`src/rtl/truth_table_probe_if.sv`:
```
// Truth-table probe bus: sweep control and status on the probe side, row drive and
// sampled response on the gate side. master = probe, slave = stimulus/gate side.
interface truth_table_probe_if;
  logic       start;
  logic       dut_out;
  logic [2:0] drive;
  logic       busy;
  logic       done;
  logic [7:0] code;
  logic       unstable;

  modport master (
    input  start,
    input  dut_out,
    output drive,
    output busy,
    output done,
    output code,
    output unstable
  );

  modport slave (
    output start,
    output dut_out,
    input  drive,
    input  busy,
    input  done,
    input  code,
    input  unstable
  );
endinterface

```
`src/rtl/truth_table_probe.sv`:
```
// Sweeps rows 0..7 into a 3-input gate, SETTLE_CYCLES per row, and assembles the rule code (done at cycle 8*SETTLE+1).
// start is only accepted in IDLE, never queued; optional PROBE_STABILITY_EN flags dut_out changes within a row hold.
module truth_table_probe #(
  parameter int unsigned SETTLE_CYCLES = 4
) (
  input  logic                  clk,
  input  logic                  rst,
  truth_table_probe_if.master   bus
);

  typedef enum logic [1:0] {
    S_IDLE = 2'd0,
    S_HOLD = 2'd1,
    S_DONE = 2'd2
  } state_e;

  localparam logic [7:0] LAST_CNT = 8'(SETTLE_CYCLES - 1);

  state_e     state_q, state_d;
  logic [2:0] row_q, row_d;
  logic [7:0] cnt_q, cnt_d;
  logic [7:0] shadow_q, shadow_d;
  logic [7:0] code_q, code_d;
  logic       row_end;
  logic       accept;
  logic       sweep_end;

  assign row_end   = (state_q == S_HOLD) && (cnt_q == LAST_CNT);
  assign accept    = (state_q == S_IDLE) && bus.start;
  assign sweep_end = row_end && (row_q == 3'd7);

  always_comb begin
    state_d  = state_q;
    row_d    = row_q;
    cnt_d    = cnt_q;
    shadow_d = shadow_q;
    code_d   = code_q;
    case (state_q)
      S_IDLE: begin
        if (bus.start) begin
          state_d = S_HOLD;
          row_d   = 3'd0;
          cnt_d   = 8'd0;
        end
      end
      S_HOLD: begin
        if (row_end) begin
          // Row k lands in bit 7-k so row 000 becomes the MSB of the rule code.
          shadow_d[3'd7 - row_q] = bus.dut_out;
          if (row_q == 3'd7) begin
            state_d = S_DONE;
            code_d  = shadow_d;
          end else begin
            row_d = row_q + 3'd1;
            cnt_d = 8'd0;
          end
        end else begin
          cnt_d = cnt_q + 8'd1;
        end
      end
      S_DONE: begin
        state_d = S_IDLE;
      end
      default: begin
        state_d = S_IDLE;
      end
    endcase
  end

  always_ff @(posedge clk or posedge rst) begin
    if (rst) begin
      state_q  <= S_IDLE;
      row_q    <= 3'd0;
      cnt_q    <= 8'd0;
      shadow_q <= 8'h00;
      code_q   <= 8'h00;
    end else begin
      state_q  <= state_d;
      row_q    <= row_d;
      cnt_q    <= cnt_d;
      shadow_q <= shadow_d;
      code_q   <= code_d;
    end
  end

  assign bus.busy  = (state_q == S_HOLD);
  assign bus.done  = (state_q == S_DONE);
  assign bus.drive = (state_q == S_HOLD) ? row_q : 3'd0;
  assign bus.code  = code_q;

`ifdef PROBE_STABILITY_EN
  logic flag_q, flag_d;
  logic prev_q, prev_d;
  logic unstable_q, unstable_d;

  // The first cycle of a row has no in-row predecessor, so it is never compared.
  always_comb begin
    flag_d     = flag_q;
    prev_d     = prev_q;
    unstable_d = unstable_q;
    if (accept) begin
      flag_d = 1'b0;
    end
    if (state_q == S_HOLD) begin
      prev_d = bus.dut_out;
      if ((cnt_q != 8'd0) && (bus.dut_out != prev_q)) begin
        flag_d = 1'b1;
      end
    end
    if (sweep_end) begin
      unstable_d = flag_d;
    end
  end

  always_ff @(posedge clk or posedge rst) begin
    if (rst) begin
      flag_q     <= 1'b0;
      prev_q     <= 1'b0;
      unstable_q <= 1'b0;
    end else begin
      flag_q     <= flag_d;
      prev_q     <= prev_d;
      unstable_q <= unstable_d;
    end
  end

  assign bus.unstable = unstable_q;
`else
  logic unused_ok;
  assign unused_ok    = accept ^ sweep_end;
  assign bus.unstable = 1'b0;
`endif

endmodule
```
`src/flat_wrapper.sv`:
```
// flat-port wrapper written by rule: the top's interface ports become plain ports
module truth_table_probe_flat 
#(
  parameter int unsigned SETTLE_CYCLES = 4
)
  (clk, rst, bus_start, bus_dut_out, bus_drive, bus_busy, bus_done, bus_code, bus_unstable);
  truth_table_probe_if bus_i ();
  input  logic clk;
  input  logic rst;
  input wire logic [$bits(bus_i.start)-1:0] bus_start;
  input wire logic [$bits(bus_i.dut_out)-1:0] bus_dut_out;
  output wire logic [$bits(bus_i.drive)-1:0] bus_drive;
  output wire logic [$bits(bus_i.busy)-1:0] bus_busy;
  output wire logic [$bits(bus_i.done)-1:0] bus_done;
  output wire logic [$bits(bus_i.code)-1:0] bus_code;
  output wire logic [$bits(bus_i.unstable)-1:0] bus_unstable;
  assign bus_i.start = bus_start;
  assign bus_i.dut_out = bus_dut_out;
  assign bus_drive = bus_i.drive;
  assign bus_busy = bus_i.busy;
  assign bus_done = bus_i.done;
  assign bus_code = bus_i.code;
  assign bus_unstable = bus_i.unstable;
  truth_table_probe #(.SETTLE_CYCLES(SETTLE_CYCLES)) u_core (.clk(clk), .rst(rst), .bus(bus_i));
endmodule
```
`config.mk`:
```
export PLATFORM = sky130hd
export DESIGN_NAME = truth_table_probe_flat
export DESIGN_NICKNAME = d
export VERILOG_FILES = /design/src/rtl/truth_table_probe_if.sv /design/src/rtl/truth_table_probe.sv /design/src/flat_wrapper.sv
export SDC_FILE = /design/constraint.sdc
export NUM_CORES = 1
export LEC_CHECK = 0
export CAP_MARGIN = 20
export CORE_MARGIN = 2
export CORE_UTILIZATION = 58
export CTS_CLUSTER_DIAMETER = 30
export CTS_CLUSTER_SIZE = 20
export DETAILED_ROUTE_END_ITERATION = 6
export PLACE_DENSITY = 0.8
export SLEW_MARGIN = 40
export SYNTH_ARGS = -nofsm -noshare
export SYNTH_HDL_FRONTEND = slang
export SYNTH_SLANG_ARGS = --single-unit
```
`constraint.sdc`:
```
create_clock -name clk -period 5.7 [get_ports clk]
set_clock_uncertainty 0.1 [all_clocks]
set_input_delay 0.57 -clock clk [delete_from_list [all_inputs] [get_ports clk]]
set_output_delay 0.57 -clock clk [all_outputs]
set_load 0.01 [all_outputs]
```
* Word-level counts from Yosys, hierarchy flattened
Cells that the tools add are included.
W data, S select, Z words.
** Storage, ports and cells
- Bits in registers :: 29
- Bits of input ports :: 4
** Operators by class
- Add/subtract/negate cells :: 3
- Order comparisons :: 2
- Equality and inequality tests :: 9
- Muxes and demuxes :: 16
- Reduce and logical (&&, ||, !) cells :: 9
** Operators with widths (number)
- $mux W8 :: 3
- $pmux W8 S2 :: 1
- $mux W3 :: 4
- $reduce_and A3 Y1 :: 3
- $add A8 B1 Y8 const B :: 1
- $bwmux W8 :: 1
- $eq A8 B2 Y1 const B :: 1
- $mux W2 :: 3
- $pmux W3 S2 :: 1
- $lt A3 B4 Y1 const B :: 1
- $ne A2 B1 Y1 const B :: 2
- $ne A2 B2 Y1 const B :: 2
- $pmux W2 S2 :: 1
- $reduce_and A4 Y1 :: 1
- $add A3 B1 Y3 const B :: 1
- $demux W1 S3 :: 1
- $eq A3 B3 Y1 const B :: 1
- $ge A3 B1 Y1 const B :: 1
- $ne A3 B3 Y1 const B :: 1
- $sub A3 B3 Y3 const A :: 1
- $eq A2 B1 Y1 const B :: 1
- $eq A2 B2 Y1 const B :: 1
- $logic_and A1 B1 Y1 :: 2
- $logic_not A2 Y1 :: 1
- other kinds (3) :: 3

* Longest topological paths before layout
- Word-level depth :: 6
- Mapped depth :: 6

* Least setup slack after synthesis
OpenSTA, ideal clock, no wires.
- Kind :: register to register
- From :: register u_core.cnt_q[0]
- To :: register u_core.code_q[4] (netlist: u_core.bus.code[4])
- Arrival :: 1681 ps
- Data required time :: 5475 ps
- Slack :: 3794 ps
- Stages on the path, launching flop included :: 6
- Period minus slack after synthesis :: 1906 ps
- Cells stage by stage :: dfrtp_1 -> ha_1 -> or4b_4 -> nor2_4 -> nand3_4 -> mux2_4
** On the way
- Word-level cells in the longest chain between the ends :: 3
** Ends and longest elaborated chain
- from (decl) :: line truth_table_probe.sv:21 : logic [7:0] cnt_q, cnt_d;
- from (signal assigned) :: line truth_table_probe.sv:80 : cnt_q <= cnt_d;
- $eq A8 B2 Y1 :: line truth_table_probe.sv:28 : assign row_end = (state_q == S_HOLD) && (cnt_q == LAST_CNT);
- $logic_and A1 B1 Y1 :: line truth_table_probe.sv:28
- $reduce_and A3 Y1 (no source line)
- to (signal assigned) :: line truth_table_probe.sv:82 : code_q <= code_d;
- to (decl) :: line truth_table_probe.sv:23 : logic [7:0] code_q, code_d;
No other way between the ends.
A chain may end at the register's enable or synchronous reset.

* Worst setup path in the final report
- From :: register u_core.state_q[1]
- To :: output bus_drive[2]
** On the way
- Word-level cells in the longest chain between the ends :: 2
** Ends and longest elaborated chain
- from (decl) :: line truth_table_probe.sv:19 : state_e state_q, state_d;
- from (signal assigned) :: line truth_table_probe.sv:78 : state_q <= state_d;
- $eq A2 B1 Y1 :: line truth_table_probe.sv:88 : assign bus.drive = (state_q == S_HOLD) ? row_q : 3'd0;
- $mux W3 :: line truth_table_probe.sv:88
- to (decl) :: line flat_wrapper.sv:12 : output wire logic [$bits(bus_i.drive)-1:0] bus_drive;
No other way between the ends.

==> impl_metrics.csv <==
group,metric,value,unit
timing,maxSlewHeadroom,0.604,
clock_network,clockBufferDepth,2,
critical_path,crit_type,"reg -> out",
die,die-area,2970,sq um
route,met1_length,1250,um
pwr,swShare,0.359,
clock_network,cts_setup_buffers,0,
placed_design,pre_cts_ws,3300,ps
critical_path,cp-start-kind,"register",
route,met2_length,1280,um
pwr,pwr-share-comb,0.329,
global_routing,grt_pass1_vias,1037,
finish,final_layout_size_suffix_gt1_frac,0.104,
clock_network,cts_tree,"done",
route,vias,1114,
critical_path,arrival,1880,ps
route,first_iter_violations,31,
clock_network,cts_hold_repair.buffers,0,
placed_design,dp.cells,186,
die,io_pins,18,
global_routing,grt_pass1_wl,4530,um
yosys,synth_ff_type,"dfrtp_1",
clock_network,root_buffer,"clkbuf_4",
placed_design,dp_hpwl,1890,um
route,ant_nets,0,
timing,finalSetupViolCount,0,
critical_path,crit_path_end_kind,"output port",
yosys,syn-instance-count,145,
yosys,synth-seq-area-share,0.490,
clock_network,clk_pin_slew,90,ps
clock_network,htree_levels,2,
timing,fin_tns_setup,0,ps
timing,layout_setup_ws,3150,ps
yosys,synth_edf_count,0,
clock_network,cts_resized,0,
placed_design,place_congestion,0.837,
die,fp.dieH,54.5,um
clock_network,cts_buffers,5,
yosys,yosys.cell_types.count,38,
global_routing,overflow,0,
timing,hold_viol,0,
clock_network,cts_sinks,29,
route,wl_per_cell,13.9,um
critical_path,crit_fanout,7,
route,top_layer,"met4",
placed_design,port_buffers,16,
global_routing,grt_max_degree,30,
yosys,syn_avg_cell_area,10.2,sq um
clock_network,clk_latency,330,ps
pwr,cellInternalPower,0.517,mW
finish,antennaDiodeCount,0,
timing,tightest_slew,594,ps
die,initial_core_util,0.603,
yosys,syn_area,1480,sq um
hold_path,hold_path_class,"reg -> reg",
pwr,p_sw,0.289,mW
yosys,ys_seq_elements,29,
timing,grt_setup_unrepaired,"false",
timing,period_needed,2550,ps
route,viasPerCell,5.74,
pwr,leakagePower,0.822,nW
pwr,power_density,463,nW/um^2
route,wirelength,2690,um
finish,nets,170,
die,fp-row-count,18,
global_routing,grt_use_total,0.220,
pwr,p_clk_frac,0.220,
critical_path,required,5030,ps
pwr,seqPwrFrac,0.451,
finish,final_cell_count_no_fill,194,
global_routing,antenna_found_initial,0,
timing,fmax,392,MHz
timing,final.period_utilization,0.447,
yosys,ys.warnings.count,0,
finish,finalCoreUtilization,0.709,
pwr,ir_worst_vdd,348,uV
flow_run,drv_cap,0,
finish,syn_to_final_growth,17.6,%
yosys,async_flop_share,1.00,
route,drt_pass1_iterations,4,
route,dr_wl_met3,111,um
route,drc,0,
status,status,"finished, final reports clean",
yosys,synth_nets,152,
timing,drv_slew,0,
die,die_w,54.5,um
die,core-area,2450,sq um
[cells by family (layout without fill, tap and decap cells)]
logic type | after synthesis | after routing | share of synthesized area
AO/OA/AOI/OAI | 24 | 24 | 0.0947
XOR/XNOR | 1 | 1 | 0.00592
adder cells (fa/ha/maj) | 3 | 3 | 0.0254
buffers and inverters | 16 | 35 | 0.0431
flip-flops | 29 | 29 | 0.490
multiplexers | 17 | 17 | 0.123
other | 1 | 1 | 0.00253
AND/OR/NAND/NOR | 54 | 54 | 0.215
[per-stage QoR]
step | hold WS [ps] | area (sq um) | total power [mW]
after floorplan | 349 | 1480 | 0.542
after global placement | 362 | 1660 | 0.615
after detailed placement | 372 | 1660 | 0.631
after CTS | 393 | 1740 | 0.811
after global routing | 435 | 1740 | 0.871
final | 388 | 1740 | 0.806
[worst max-delay path, stage by stage, from the launching register on]
cell             delay (ps)
dfrtp_1                 410
nand2b_1                240
inv_2                   140
and2_1                  210
clkdlybuf4s50_1         550
[synth_stat cells, types with 2 or more instances]
library cell   n  area share
mux2i_1       13       0.088
a22o_1         2       0.012
nand3_1        6       0.020
and2_1         3       0.013
o21ai_0       10       0.034
o21ai_1        4       0.014
nand2_1       19       0.048
clkbuf_1       4       0.010
dfrtp_1       29        0.49
nor2_1         6       0.015
mux2_4         2       0.020
ha_1           3       0.025
and3_1         3       0.013
inv_1         10       0.025
a21oi_1        4       0.014
nor3_1         3       0.010
or3_1          3       0.013
[layer usage]
| metal | track usage | vias up |
|---|---|---|
| met3 | 0.0574 | 7 |
| met5 | 0 | - |
| met1 | 0.293 | 538 |
| met2 | 0.327 | 29 |
| met4 | 0.121 | 0 |
| li1 | - | 540 |
[sequential cells by signal, indices dropped and copies added (netlist names)]
| name | cells |
|---|---|
| u_core.bus.code | 8 |
| u_core.cnt_q | 8 |
| u_core.shadow_q | 8 |
| u_core.row_q | 3 |
| u_core.state_q | 2 |
[layout by cell type, fill, tap and decap left out, drive strengths merged]
master,count
nor3b,1
and3,3
and2,3
o21bai,1
o21ai,14
mux2i,13
bufinv,1
xnor2,1
nand2,19
nor4,1
or3,3
nand3b,1
a21oi,4
clkdlybuf4s50,16
a22o,2
mux2,4
nand3,7
a41o,1
ha,3
a21o,1
nor4b,2
or4,1
conb,1
dfrtp,29
nor2,7
o211ai,1
inv,11
nand2b,1
clkbuf,7
nor3,3
or4b,1
nor2b,1
[power by group through the flow]
stage	Combinational [mW]	Clock [mW]	Sequential, mW
2_1_floorplan	0.210	0	0.331
3_3_place_gp	0.253	0	0.362
3_5_place_dp	0.264	0	0.367
4_1_cts	0.269	0.181	0.362
5_1_grt	0.302	0.190	0.379
6_report	0.265	0.178	0.363
[layout make-up]
| cell class | instances | area [sq um] |
|---|---|---|
| flip-flops and latches | 29 | 726 |
| fillers | 182 | 714 |
| multi-input cells | 100 | 691 |
| repair buffers | 16 | 160 |
| clock buffers | 7 | 55.1 |
| inverters | 11 | 41.3 |
| well taps | 30 | 37.5 |
| clock inverters | 1 | 30.0 |
[final timing paths]
| path | endpoint | slack [ps] | startpoint | cells past startpoint |
|---|---|---|---|---|
| max | bus_drive[2] | 3150 | u_core.state_q[1] | 4 |
| min | u_core.shadow_q[3] | 390 | u_core.shadow_q[3] | 2 |
| max reg2reg | u_core.shadow_q[5] | 3290 | u_core.cnt_q[0] | 5 |
| min reg2reg | u_core.shadow_q[3] | 390 | u_core.shadow_q[3] | 2 |
| max in group asynchronous | u_core.cnt_q[2] | 4600 | rst | 2 |
| min in group asynchronous | u_core.shadow_q[3] | 510 | rst | 2 |
(Power assumes the default switching activity.)
==> edit 1 (same flow settings) <==
Add a define of `PROBE_STABILITY_EN`.
--- a/src/rtl/truth_table_probe.sv
+++ b/src/rtl/truth_table_probe.sv
@@ -1,5 +1,7 @@
 // Sweeps rows 0..7 into a 3-input gate, SETTLE_CYCLES per row, and assembles the rule code (done at cycle 8*SETTLE+1).
 // start is only accepted in IDLE, never queued; optional PROBE_STABILITY_EN flags dut_out changes within a row hold.
+`define PROBE_STABILITY_EN
+
 module truth_table_probe #(
   parameter int unsigned SETTLE_CYCLES = 4
 ) (
Function: no difference found for any inputs over 10 cycles, from zero or initial values and one cycle with rst high; that may be too few to reach the edited logic, so the function may still have changed.
==> edit 1 against the unedited design <==
Sequential power shrank 5%. Worst hold slack gained 0.019 ns. Sequential share of layout area grew 0.62 points. Synthesized area rose by 9.0%. Sequential cell count increased by 2. Setup slack got worse by 0.19 ns. Total power decreased by 1.7%. Utilization fell by 3.3 points. First-iteration DRC count decreased by 26%. Cell area grew 5.3%. Wire length increased by 12%.
==> edit 1: results (changes against the unedited design) <==
status: "complete, no violations"  # unchanged
h-tree-depth: 2  # unchanged
drt-initial-drc-count: 23  # was 31
grt_pass1_vias: 1152  # was 1037
clock_sinks: 31  # was 29
vias: 1142  # was 1114
gp_congestion: 0.758  # was 0.837
use_met3: 0.0737  # was 0.0574
ys_seq_area_frac: 0.481  # was 0.490
multi_input_area_share: 0.418  # was 0.397
ff_latch_area_um2: 776  # was 726 um2
dpl.hpwl_um: 2120  # was 1890 um
min_to: "u_core.shadow_q[7]"  # was u_core.shadow_q[3]
fin_hold_ws_ns: 0.407  # was 0.388 ns
syn-num-nets: 146  # was 152
nClkBuffers: 6  # was 7
grtUsageMet2: 0.331  # was 0.327
post-place-cells: 179  # was 186
viasPerCell: 6.14  # was 5.74
met3_length_um: 154  # was 111 um
hold_depth: 1  # was 2
grt_use_met1: 0.264  # was 0.293
final-clk-cell-share: 0.0307  # was 0.0489
nonClockBufferCount: 17  # was 16
wl_met2_um: 1450  # was 1280 um
nonClkBufAreaFrac: 0.0928  # was 0.0920
m1WireLength_um: 1340  # was 1250 um
rr_startpoint: "u_core.state_q[1]"  # was u_core.cnt_q[0]
fin_area_um2: 1830  # was 1740 um2
drt-total-wl_um: 3010  # was 2690 um
track_usage: 0.213  # was 0.220
chipWidth_um: 56.8  # was 54.5 um
yosys_warnings: 0  # unchanged
tightest_slew_ns: 0.636  # was 0.594 ns
slowest_delay_ns: 0.53  # was 0.55 ns
grt_pass1_wl_um: 5140  # was 4530 um
portBuffers: 17  # was 16
inverters_excl_clock: 7  # was 11
cp.arrival_ns: 2.07  # was 1.88 ns
synth_cell_type_count: 40  # was 38
worst_skew_pair.late_latency_ns: 0.34
postSynthCellCount: 138  # was 145
min_from: "u_core.shadow_q[7]"  # was u_core.shadow_q[3]
pre_cts_slack_ns: 3.24  # was 3.30 ns
pg_comb_mw: 0.318  # was 0.265 mW
cp_max_fo: 15  # was 7
peakVddDrop_uv: 302  # was 348 uV
num-multi-input-gates: 93  # was 100
grt_start_max_net_pins: 32  # was 30
combPwrFrac: 0.401  # was 0.329
nNetsFinal: 163  # was 170
drive_gt1_frac: 0.245  # was 0.104
switching_share: 0.363  # was 0.359
synth_common_cells: "31 x dfrtp_1, 14 x mux2_2, 11 x nand2_1, 8 x mux2_4, 7 x inv_1"  # was 29 x dfrtp_1, 19 x nand2_1, 13 x mux2i_1, 10 x inv_1, 10 x o21ai_0
p_leak_nw: 0.845  # was 0.822 nW
r2r_end: "u_core.shadow_q[4]"  # was u_core.shadow_q[5]
==> edit 1: cell types whose count changed after synthesis, sizes merged, moves of 4 or more <==
cell   change
o21ai      -9
mux2      +18
inv        -4
mux2i     -13
nand2      -8
nand3      -4
==> edit 1: worst max-delay path by stage <==
stage | to | cells after the start | slack, ns | start
floorplan | u_core.bus.code[0] | 5 | 3.79 | u_core.cnt_q[5]
global placement | u_core.shadow_q[4] | 5 | 3.36 | u_core.state_q[1]
detailed placement | u_core.shadow_q[4] | 5 | 3.24 | u_core.state_q[1]
CTS | bus_drive[0] | 4 | 2.96 | u_core.state_q[1]
global route | bus_drive[0] | 4 | 2.84 | u_core.state_q[1]
finish | bus_drive[0] | 4 | 2.96 | u_core.state_q[1]
==> edit 1: kinds of logic after synthesis <==
group           count (synthesis)  share of synthesized area
compound gates                 19                     0.0868
xor+xnor                        2                     0.0109
simple gates                   46                      0.174
flops                          31                      0.481
fa+ha+maj                       4                     0.0310
mux                            22                      0.172
buf+inv                        14                     0.0450
==> edit 2 (same flow settings) <==
Made on the original files. Encoding of `state_e`: now one-hot (3 bits for 3 states).
--- a/src/rtl/truth_table_probe.sv
+++ b/src/rtl/truth_table_probe.sv
@@ -8,10 +8,10 @@
   truth_table_probe_if.master   bus
 );
 
-  typedef enum logic [1:0] {
-    S_IDLE = 2'd0,
-    S_HOLD = 2'd1,
-    S_DONE = 2'd2
+  typedef enum logic [2:0] {
+    S_IDLE = 3'b001,
+    S_HOLD = 3'b010,
+    S_DONE = 3'b100
   } state_e;
 
   localparam logic [7:0] LAST_CNT = 8'(SETTLE_CYCLES - 1);
Function: no difference found for any inputs over 10 cycles, from zero or initial values and one cycle with rst high; not proved beyond that.
==> edit 2 against the unedited design <==
Register-to-register slack better by 0.05 ns. Cell area fell by 0.29%. Count of clock-buffer cells in the layout fell by 1. Setup slack got worse by 0.076 ns. Sequential cell count grew 1. Wire length grew 11%. Global-route usage increased by 2.3 points. Total power down 26%. Synthesized area increased by 2.5%. Critical path depth fell by 1. Highest routed layer unchanged.
==> edit 2: results (changes against the unedited design) <==
status: "complete, no violations"  # unchanged
grt_pass1_wl_um: 5050  # was 4530 um
grt_start_max_net_pins: 31  # was 30
synth_cell_type_count: 40  # was 38
numCtsBuffers: 5  # unchanged
hold_depth: 2  # unchanged
ys_seq_area_frac: 0.495  # was 0.490
r2r_cells: 5  # unchanged
p_leak_nw: 0.806  # was 0.822 nW
stdcell_count: 195  # was 194
synth_common_cells: "29 x dfrtp_1, 20 x nand2_1, 16 x o21ai_0, 10 x mux2i_1, 7 x nor2_1"  # was 29 x dfrtp_1, 19 x nand2_1, 13 x mux2i_1, 10 x inv_1, 10 x o21ai_0
worst_skew_pair.late_latency_ns: 0.34
slowest_delay_ns: 0.53  # was 0.55 ns
dominantRegCellSynth: "dfrtp_1"  # unchanged
synthTopCellsByArea: "dfrtp_1 48%, mux2i_1 6.6%, o21ai_0 5.3%"  # was dfrtp_1 49%, mux2i_1 8.8%, nand2_1 4.8%
pre_cts_slack_ns: 3.38  # was 3.30 ns
postSynthCellCount: 149  # was 145
nNetsFinal: 171  # was 170
post-place-cells: 187  # was 186
track_usage: 0.243  # was 0.220
p_switching_mw: 0.211  # was 0.289 mW
grt_pass1_vias: 1088  # was 1037
cp_slowest_cell: "clkdlybuf4s50_1"  # unchanged
n_antenna_cell: 0  # unchanged
antenna_found_initial: 0  # unchanged
peakVddDrop_uv: 256  # was 348 uV
syn-num-nets: 156  # was 152
cp_max_fo: 8  # was 7
gp_congestion: 0.824  # was 0.837
cts_buffer_depth: 2  # unchanged
portBuffers: 16  # unchanged
drtPass1Iterations: 4  # unchanged
clock-root-buffer: "clkbuf_4"  # unchanged
h-tree-depth: 2  # unchanged
dpl.hpwl_um: 2000  # was 1890 um
min-delay-path-class: "register to register"  # unchanged
post_cts_buffers: 0  # unchanged
drive_gt1_frac: 0.152  # was 0.104
yosysTopAreaCellShare: 0.478  # was 0.490
drt-total-wl_um: 2990  # was 2690 um
drt-initial-drc-count: 35  # was 31
maxSlewHeadroom: 0.597  # was 0.604
yosys_warnings: 0  # unchanged
synth-async-reset-ratio: 1.00  # unchanged
cts-resized-gates: 0  # unchanged
finalCritPeriodShare: 0.461  # was 0.447
fillers: 191  # was 182
viasPerCell: 5.79  # was 5.74
clk_pin_slew_ns: 0.10
-- edit 2: changes by cell type in the layout (fill, tap and decap cells not counted), sizes merged, moves of 2 or more --
cell / unedited run / this run
a21oi: 4 / 2
a22o: 2 / 4
and3: 3 / 1
inv: 11 / 6
mux2i: 13 / 10
nand3b: 1 / 3
nand4: 0 / 3
nor3b: 1 / 4
nor4b: 2 / 0
o21ai: 14 / 20
or3: 3 / 0
-- edit 2: final cells by class --
cell class | instances | share of cell area
Clock buffer | 6 | 0.0296
Inverter | 6 | 0.0130
Sequential cell | 30 | 0.433
Multi-Input combinational cell | 105 | 0.403
Clock inverter | 2 | 0.00721
Timing Repair Buffer | 16 | 0.0923
Tap cell | 30 | 0.0216
-- edit 2: power by group through the flow --
stage               Combinational, mW  Sequential, mW  Clock (mW)
global placement                0.158           0.298           0
detailed placement              0.165           0.300           0
finish                          0.168           0.298       0.134
global route                    0.187           0.306       0.146
floorplan                       0.150           0.277           0
CTS                             0.169           0.297       0.136
-- edit 2: per-layer routing --
layer	global-route usage	vias up	wire, um
li1	-	558	-
met1	0.334	532	1450
met2	0.361	34	1330
met3	0.0860	6	164
met4	0.0732	0	40
met5	0	-	0
-- edit 2: final timing paths --
kind / from / to / slack (ns)
min: u_core.shadow_q[6] / u_core.shadow_q[6] / 0.39
max in group asynchronous: rst / u_core.cnt_q[2] / 4.58
max: u_core.state_q[2] / bus_drive[1] / 3.07
max reg2reg: u_core.cnt_q[0] / u_core.shadow_q[0] / 3.34
min in group asynchronous: rst / u_core.shadow_q[2] / 0.52
min reg2reg: u_core.shadow_q[6] / u_core.shadow_q[6] / 0.39
-- edit 2: worst max-delay path, delay by kind of cell (launching register included) --
family | cells | cell delay, ns
buffers and inverters | 1 | 0.53
DFF | 1 | 0.49
and+or+nand+nor | 2 | 0.59
-- edit 2: logic make-up after synthesis --
logic type | after synthesis | synth area share
fa+ha+maj | 3 | 0.0247
compound gates | 30 | 0.123
other cells | 1 | 0.00247
simple gates | 58 | 0.223
mux | 13 | 0.0882
buf+inv | 14 | 0.0437
flops | 30 | 0.495
-- edit 2: metrics by stage --
stage / util / power, mW / cell area [um2]
floorplan: - / 0.427 / 1520
global placement: 0.675 / 0.456 / 1670
detailed placement: 0.675 / 0.465 / 1670
CTS: 0.701 / 0.602 / 1740
global route: 0.701 / 0.639 / 1740
finish: 0.701 / 0.599 / 1740
